### config.mk
export PLATFORM = sky130hd
export DESIGN_NAME = versioned_store
export DESIGN_NICKNAME = d
export VERILOG_FILES = /design/src/rtl/versioned_store.sv
export SDC_FILE = /design/constraint.sdc
export NUM_CORES = 1
export LEC_CHECK = 0
export BUFFER_PORTS_ARGS = -buffer_cell sky130_fd_sc_hd__buf_2
export CELL_PAD_IN_SITES_DETAIL_PLACEMENT = 1
export CELL_PAD_IN_SITES_GLOBAL_PLACEMENT = 1
export CORE_MARGIN = 5
export CORE_UTILIZATION = 46
export CTS_BUF_LIST = sky130_fd_sc_hd__clkbuf_8
export CTS_CLUSTER_SIZE = 20
export DETAILED_ROUTE_END_ITERATION = 6
export GPL_ROUTABILITY_DRIVEN = 0
export PLACE_DENSITY = 0.79
export SLEW_MARGIN = 20
export SYNTH_ARGS = -nofsm -noshare
export SYNTH_HDL_FRONTEND = slang
export SYNTH_SLANG_ARGS = --single-unit
### constraint.sdc
create_clock -name clk -period 6.9 [get_ports clk]
set_input_delay 1.38 -clock clk [delete_from_list [all_inputs] [get_ports clk]]
set_output_delay 1.38 -clock clk [all_outputs]
set_load 0.01 [all_outputs]
### src/rtl/versioned_store.sv
// versioned_store: DEPTH-entry (version, data) store. A read returns the entry
// with the greatest stored version strictly below the requested version.
// Writes update in place, allocate a free slot, evict the oldest version, or
// are dropped when they are older than everything held in a full store.
module versioned_store #(
  parameter int DATA_W = 32,
  parameter int VER_W  = 4,
  parameter int DEPTH  = 4
) (
  input  logic                       clk,
  input  logic                       rst,
  input  logic                       clear,
  input  logic                       wrValid,
  input  logic [VER_W-1:0]           wrVersion,
  input  logic [DATA_W-1:0]          wrData,
  output logic                       wrDrop,
  output logic [$clog2(DEPTH+1)-1:0] count,
  input  logic                       rdValid,
  output logic                       rdReady,
  input  logic [VER_W-1:0]           rdVersion,
  output logic                       rspValid,
  input  logic                       rspReady,
  output logic                       rspHit,
  output logic [VER_W-1:0]           rspVersion,
  output logic [DATA_W-1:0]          rspData
);

  localparam int IW = (DEPTH > 1) ? $clog2(DEPTH) : 1;
  localparam int CW = $clog2(DEPTH + 1);

  // Slot contents, gathered from the per-slot registers below
  logic [DEPTH-1:0]  slotValid;
  logic [VER_W-1:0]  slotVer  [DEPTH];
  logic [DATA_W-1:0] slotData [DEPTH];

  // Write decision signals
  logic          anyMatch, anyFree, minFound;
  logic [IW-1:0] matchIdx, freeIdx, minIdx;
  logic [VER_W-1:0] minVer;
  logic          wrEn, wrAlloc, wrDiscard;
  logic [IW-1:0] wrIdx;

  // Lookup result
  logic              lkHit;
  logic [VER_W-1:0]  lkVer;
  logic [DATA_W-1:0] lkData;

  logic [CW-1:0] countReg;
  logic          wrDropReg;
  logic          rspValidReg, rspHitReg;
  logic [VER_W-1:0]  rspVersionReg;
  logic [DATA_W-1:0] rspDataReg;
  logic          rdAccept;

  // Scan slots for a version match, the lowest free slot and the oldest version
  always_comb begin
    anyMatch = 1'b0;
    matchIdx = '0;
    anyFree  = 1'b0;
    freeIdx  = '0;
    minFound = 1'b0;
    minVer   = '0;
    minIdx   = '0;
    for (int i = 0; i < DEPTH; i++) begin
      if (slotValid[i] && slotVer[i] == wrVersion) begin
        anyMatch = 1'b1;
        matchIdx = IW'(i);
      end
      if (!slotValid[i] && !anyFree) begin
        anyFree = 1'b1;
        freeIdx = IW'(i);
      end
      if (slotValid[i] && (!minFound || slotVer[i] < minVer)) begin
        minFound = 1'b1;
        minVer   = slotVer[i];
        minIdx   = IW'(i);
      end
    end
  end

  // Pick the write action: overwrite, allocate, evict oldest, or discard
  always_comb begin
    wrEn      = 1'b0;
    wrIdx     = '0;
    wrAlloc   = 1'b0;
    wrDiscard = 1'b0;
    if (wrValid && !clear) begin
      if (anyMatch) begin
        wrEn  = 1'b1;
        wrIdx = matchIdx;
      end else if (anyFree) begin
        wrEn    = 1'b1;
        wrIdx   = freeIdx;
        wrAlloc = 1'b1;
      end else if (wrVersion > minVer) begin
        wrEn  = 1'b1;
        wrIdx = minIdx;
      end else begin
        wrDiscard = 1'b1;
      end
    end
  end

  // Lookup: newest valid version strictly below rdVersion (versions are unique)
  always_comb begin
    lkHit  = 1'b0;
    lkVer  = '0;
    lkData = '0;
    for (int i = 0; i < DEPTH; i++) begin
      if (slotValid[i] && slotVer[i] < rdVersion && (!lkHit || slotVer[i] > lkVer)) begin
        lkHit  = 1'b1;
        lkVer  = slotVer[i];
        lkData = slotData[i];
      end
    end
  end

  generate
    for (genvar gi = 0; gi < DEPTH; gi++) begin : gSlot
      logic              validReg;
      logic [VER_W-1:0]  verReg;
      logic [DATA_W-1:0] dataReg;

      // Per-slot storage: clear invalidates, a selected write loads the entry
      always_ff @(posedge clk or posedge rst) begin
        if (rst) begin
          validReg <= 1'b0;
          verReg   <= '0;
          dataReg  <= '0;
        end else if (clear) begin
          validReg <= 1'b0;
        end else if (wrEn && wrIdx == IW'(gi)) begin
          validReg <= 1'b1;
          verReg   <= wrVersion;
          dataReg  <= wrData;
        end
      end

      assign slotValid[gi] = validReg;
      assign slotVer[gi]   = verReg;
      assign slotData[gi]  = dataReg;
    end
  endgenerate

  // Occupancy count and one-cycle drop indication
  always_ff @(posedge clk or posedge rst) begin
    if (rst) begin
      countReg  <= '0;
      wrDropReg <= 1'b0;
    end else begin
      wrDropReg <= wrDiscard;
      if (clear) begin
        countReg <= '0;
      end else if (wrAlloc) begin
        countReg <= countReg + CW'(1);
      end
    end
  end

  assign rdReady  = !rspValidReg || rspReady;
  assign rdAccept = rdValid && rdReady;

  // Response register: load on accept, retire when consumed, hold otherwise
  always_ff @(posedge clk or posedge rst) begin
    if (rst) begin
      rspValidReg   <= 1'b0;
      rspHitReg     <= 1'b0;
      rspVersionReg <= '0;
      rspDataReg    <= '0;
    end else if (rdAccept) begin
      rspValidReg   <= 1'b1;
      rspHitReg     <= lkHit;
      rspVersionReg <= lkVer;
      rspDataReg    <= lkData;
    end else if (rspValidReg && rspReady) begin
      rspValidReg <= 1'b0;
    end
  end

  assign wrDrop     = wrDropReg;
  assign count      = countReg;
  assign rspValid   = rspValidReg;
  assign rspHit     = rspHitReg;
  assign rspVersion = rspVersionReg;
  assign rspData    = rspDataReg;

endmodule

* After elaboration in Yosys (flattened, before gate mapping)
Cells that the tools add are included. W data, S select, Z words.
Word-level totals: flip-flop bits (word level) 190, input bits 46, output and inout port bits 43, logic and storage cells 156
Operators by class: add/sub/neg operators 1, order comparisons 11, eq/ne operators 7, multiplexer cells 63, bitwise logic cells 1, reductions and logical operators 55
Operator list (count):
- $mux W32 | 4
- $mux W1 | 39
- $mux W4 | 8
- $lt A4 B4 Y1 | 7
- $logic_and A1 B1 Y1 | 24
- $mux W2 | 10
- $eq A4 B4 Y1 | 4
- $gt A4 B4 Y1 | 4
- $logic_not A1 Y1 | 13
- $reduce_bool A2 Y1 | 6
- $reduce_and A2 Y1 | 4
- $logic_or A1 B1 Y1 | 7
- $mux W3 | 2
- $eq A2 B2 Y1 const B | 2
- $add A3 B1 Y3 const B | 1
- $eq A2 B1 Y1 const B | 1
- $logic_not A2 Y1 | 1
- $not A1 Y1 | 1

* Logic depth before layout (Yosys ltp)
depth after elaboration 22, gate-level depth with buffers 36, gate-level depth less buffers 31

* Worst setup path after synthesis
OpenSTA, ideal clock, no wires.
path type input-to-reg, start input port rdVersion[1], end register rspDataReg[21], in the netlist rspData[21], library setup time 0.066 ns, data arrival time 7.325 ns, required time 6.834 ns, path slack -0.492 ns, cell stages on the path 36, path buffers 5, path through inv_1 -> ha_1 -> a21o_1 -> a21o_1 -> a21oi_2 -> nand2_1 -> ha_1 -> nor2b_1 -> o21a_1 -> o21a_1 -> o21ai_0 -> o21a_1 -> clkbuf_1 -> buf_1 -> a22oi_1 -> ha_1 -> nor2b_1 -> o21a_1 -> o21ai_0 -> nand2b_1 -> a22oi_1 -> or2_2 -> clkbuf_1 -> clkbuf_1 -> and2_1 -> a21o_1 -> ha_1 -> nor2b_1 -> o21ai_0 -> nand2b_1 -> a21oi_1 -> a41oi_1 -> o21a_1 -> nor2_1 -> clkbuf_1 -> a221o_1
Between the ends: longest elaborated chain between the ends 15, elaborated cells between the ends (all ways) 30, classes of those cells order compare (7); mux (10); reduce/logical (13)
RTL lines:
- from (decl) | line 20 | input logic [VER_W-1:0] rdVersion,
- $lt A4 B4 Y1 | line 110 | if (slotValid[i] && slotVer[i] < rdVersion && (!lkHit || slotVer[i] > lkVer)) begin
- $logic_and A1 B1 Y1 | line 110
- $mux W4 / $mux W1 (equally long branches) | line 110
- $gt A4 B4 Y1 / $logic_not A1 Y1 (equally long branches) | line 110
- $logic_or A1 B1 Y1 | line 110
- $logic_and A1 B1 Y1 | line 110
- $mux W4 / $mux W1 (equally long branches) | line 110
- $gt A4 B4 Y1 / $logic_not A1 Y1 (equally long branches) | line 110
- $logic_or A1 B1 Y1 | line 110
- $logic_and A1 B1 Y1 | line 110
- $mux W4 / $mux W1 (equally long branches) | line 110
- $gt A4 B4 Y1 / $logic_not A1 Y1 (equally long branches) | line 110
- $logic_or A1 B1 Y1 | line 110
- $logic_and A1 B1 Y1 | line 110
- $mux W32 (*) | line 110
- to (signal assigned) | line 174 | rspDataReg <= lkData;
- to (decl) | line 52 | logic [DATA_W-1:0] rspDataReg;
Mark *: on every way between the ends. The rest lies on a longest branch, timed or not. A chain may end at the register's enable or synchronous reset.

* Final worst setup path
start register gSlot[0].validReg, end register gSlot[3].dataReg[20]
Between the ends: longest elaborated chain between the ends 21, elaborated cells between the ends (all ways) 51, classes of those cells order compare (4); eq/ne (1); mux (29); reduce/logical (17)
RTL lines:
- from (decl) | line 120 | logic validReg;
- from (signal assigned) | line 127 | validReg <= 1'b0;
- from (signal assigned) | line 131 | validReg <= 1'b0;
- from (signal assigned) | line 133 | validReg <= 1'b1;
- $mux W4 / $mux W1 (equally long branches) | line 73 | if (slotValid[i] && (!minFound || slotVer[i] < minVer)) begin
- $lt A4 B4 Y1 / $logic_not A1 Y1 (equally long branches) | line 73
- $logic_or A1 B1 Y1 | line 73
- $logic_and A1 B1 Y1 | line 73
- $mux W4 / $mux W1 (equally long branches) | line 73
- $lt A4 B4 Y1 / $logic_not A1 Y1 (equally long branches) | line 73
- $logic_or A1 B1 Y1 | line 73
- $logic_and A1 B1 Y1 | line 73
- (+5 left out)
- $gt A4 B4 Y1 | line 95 | end else if (wrVersion > minVer) begin
- $mux W2 | line 95
- $mux W2 | line 91 | end else if (anyFree) begin
- $mux W2 | line 88 | if (anyMatch) begin
- $mux W2 | line 87 | if (wrValid && !clear) begin
- $eq A2 B2 Y1 | line 132 | end else if (wrEn && wrIdx == IW'(gi)) begin
- $logic_and A1 B1 Y1 (*) | line 132
- $reduce_and A2 Y1 (no source line) (*)
- to (signal assigned) | line 135 | dataReg <= wrData;
- to (decl) | line 122 | logic [DATA_W-1:0] dataReg;
Marks and branches as above.

==> flow_summary.ini <==
[final_layout]
final_cells = 1180
final_area_mm2 = 0.0114
area_growth_syn_to_layout_pct = 15.4
nets = 976
utilization_pct = 54.0
num_antenna_cells = 0
drive_gt1_share_pct = 40.0

[critical_path]
cp_slowest_cell = or3b_4
slowest_delay_ns = 0.46
criticalPathCategory = reg2reg
crit_required_ns = 7.26
worst-path-buf-inv = 5
start_kind = flip-flop
crit_top_cell = ha_1
crit_fanout = 13
critical_path_arrival_ns = 7.05
critPathTopFamily = compound AO/OA/AOI/OAI gates
end_kind = flip-flop

[floorplan]
num_rows = 53
start_util_pct = 46.8
coreArea_mm2 = 0.0210
dieHeight_um = 156
die_x_um = 156
die-area_mm2 = 0.0244
pin_count = 89

[sta]
setup_violations = 0
maxSlewHeadroom_pct = 32.1
fin_crit_sh_pct = 96.9
worst-slew-pin-transition_ns = 1.01
slew_viol_final = 0
fmax_mhz = 149
fin_crit_ns = 6.69
hold_violations = 0
finClkSkew_ns = 0.0154

[synthesis]
yosysMostFrequentCell = dfrtp_1
yosysTopAreaCellShare_pct = 48.3
synth_area_per_cell_um2 = 12.6
synth.area.mux_share_pct = 22.0
synth-async-reset-ratio_pct = 100
synth_compound_area_share_pct = 12.8
yosysUniqueCellTypes = 63
yosysTopAreaCell = dfrtp_1
ys.flop_type = dfrtp_1
synth_edf_count = 0
yosys_warnings = 0
synth-simple-area-share_pct = 7.21
netlist_instances = 779
synth_top_family_by_area = multiplexers
synthAdderAreaFrac_pct = 4.83
synth_nets = 863
synth_area_leaders = dfrtp_1, mux2_2, ha_1
syn_area_mm2 = 0.00984
synth_common_cells = dfrtp_1, mux2_2, ha_1
ys_ff_latch = 190
synth.yosys.seq_area_share_pct = 48.3
synthXorXnorAreaFrac_pct = 0.979

[detailed_routing]
drc_errors = 0
drtIter0Drc = 478
detail-route-antenna-nets = 0
via_count = 6963
finalWirelength_um = 26500
wl_per_cell_um = 22.5
via_per_inst = 5.90
dr.pass1.iters = 4

[global_route]
track_usage_pct = 21.7
grt_start_max_net_pins = 138
grt_pass1_wl_um = 41700
grt_overflow = 0
antenna_found_initial = 0
grt_pass1_vias = 7522

[status]
status = finished, final reports clean

[clock_tree]
path_clk_slew_ns = 0.10
cts_root_buf = clkbuf_8
clk_path_buf_depth = 2
cts-hold-fix-buffers = 0
cts.sinks = 190
cts_buffers = 17
insertion_delay_ns = 0.47
cts_tree = yes
h-tree-depth = 4

[min_path]
min_path_type = reg2reg

[run]
maxCapViolations = 0

[place]
hpwlAfterDp_um = 17100
dpl_cell_area_mm2 = 0.0108
dp.cells = 1138
io_buffers = 88

[power_and_ir_drop]
p_total_w = 0.00411
cellLeakagePower_nw = 5.63
power_density_mw_per_mm2 = 362
ir_drop_uv = 143
worst reg2reg max path: cells and delay by family (launching register included):
family,cells,cell delay (ns)
AO/OA/AOI/OAI,14,1.99
adder cells (fa/ha/maj),4,1.19
buffers and inverters,5,0.72
flip-flops,1,0.43
multiplexers,4,1.12
AND/OR/NAND/NOR,5,1.11
per-stage QoR:
stage / hold WS [ns] / setup WS [ns] / TNS (ns)
after floorplan: 0.471 / -0.00958 / -0.287
after global placement: 0.464 / -0.0487 / -1.09
after detailed placement: 0.486 / -0.212 / -15.65
after CTS: 0.508 / 0.0198 / 0
after global routing: 0.519 / -0.151 / -9.89
final: 0.508 / 0.211 / 0
cell usage in the layout, fill, tap and decap left out, drive strengths merged, types with 23 or more instances in the layout:
cell and n:
dfrtp 190, nand2 23, buf 136, mux2 168, inv 34, ha 38
o21ai 23, a22o 33, a221o 32, and3 33
layer usage:
| layer | up-vias | GRT usage, % | routed length [um] |
|---|---|---|---|
| met3 | 28 | 3.18 | 989 |
| met1 | 3653 | 29.9 | 12100 |
| met5 | - | 0 | 0 |
| li1 | 3126 | - | - |
| met2 | 156 | 36.1 | 13000 |
| met4 | 0 | 5.74 | 372 |
worst paths after layout:
check                                     start              endpoint  slack (ns)  cells after the start
setup / recovery              gSlot[0].validReg  gSlot[3].dataReg[20]        0.21                     32
setup reg to reg              gSlot[0].validReg  gSlot[3].dataReg[20]        0.21                     32
hold / removal             gSlot[3].dataReg[29]  gSlot[3].dataReg[29]        0.51                      1
max in group asynchronous                   rst           rspData[13]        4.56                      3
min in group asynchronous                   rst  gSlot[1].dataReg[22]        1.02                      2
hold reg to reg            gSlot[3].dataReg[29]  gSlot[3].dataReg[29]        0.51                      1
state kept, by name (all words and copies together), names as in the netlist:
| signal | cells |
|---|---|
| gSlot.dataReg | 128 |
| rspData | 32 |
| gSlot.verReg | 16 |
| gSlot.validReg | 4 |
| rspVersion | 4 |
| count | 3 |
| rspHit | 1 |
| rspValid | 1 |
| wrDrop | 1 |
timing repair:
item                       in CTS  in global routing
pin swaps                       1                  7
resized for setup               6                 15
cloned                          0                  3
setup endpoints to repair     104                178
setup buffers                   2                  5
hold endpoints to repair        0                  0
area by class of cell:
cell class	count	area (um2)
Inverter	29	116
Tap cell	275	344
Multi-Input combinational cell	516	4800
Clock inverter	14	144
Sequential cell	190	4760
Timing Repair Buffer	138	946
Fill cell	2179	9670
Clock buffer	18	248
cells by family (layout without fill, tap and decap cells):
family          Yosys count  after routing
flops                   190            190
compound gates          158            158
fa+ha+maj                38             38
buf+inv                  73            199
xor+xnor                 11             11
simple gates            124            124
mux                     185            185
report_power, final:
| group | internal (W) | switching [W] |
|---|---|---|
| registers | 0.00152 | 0.000279 |
| logic | 0.000825 | 0.000743 |
| clock network | 0.000332 | 0.000405 |
Power figures use the tool's default switching activity.
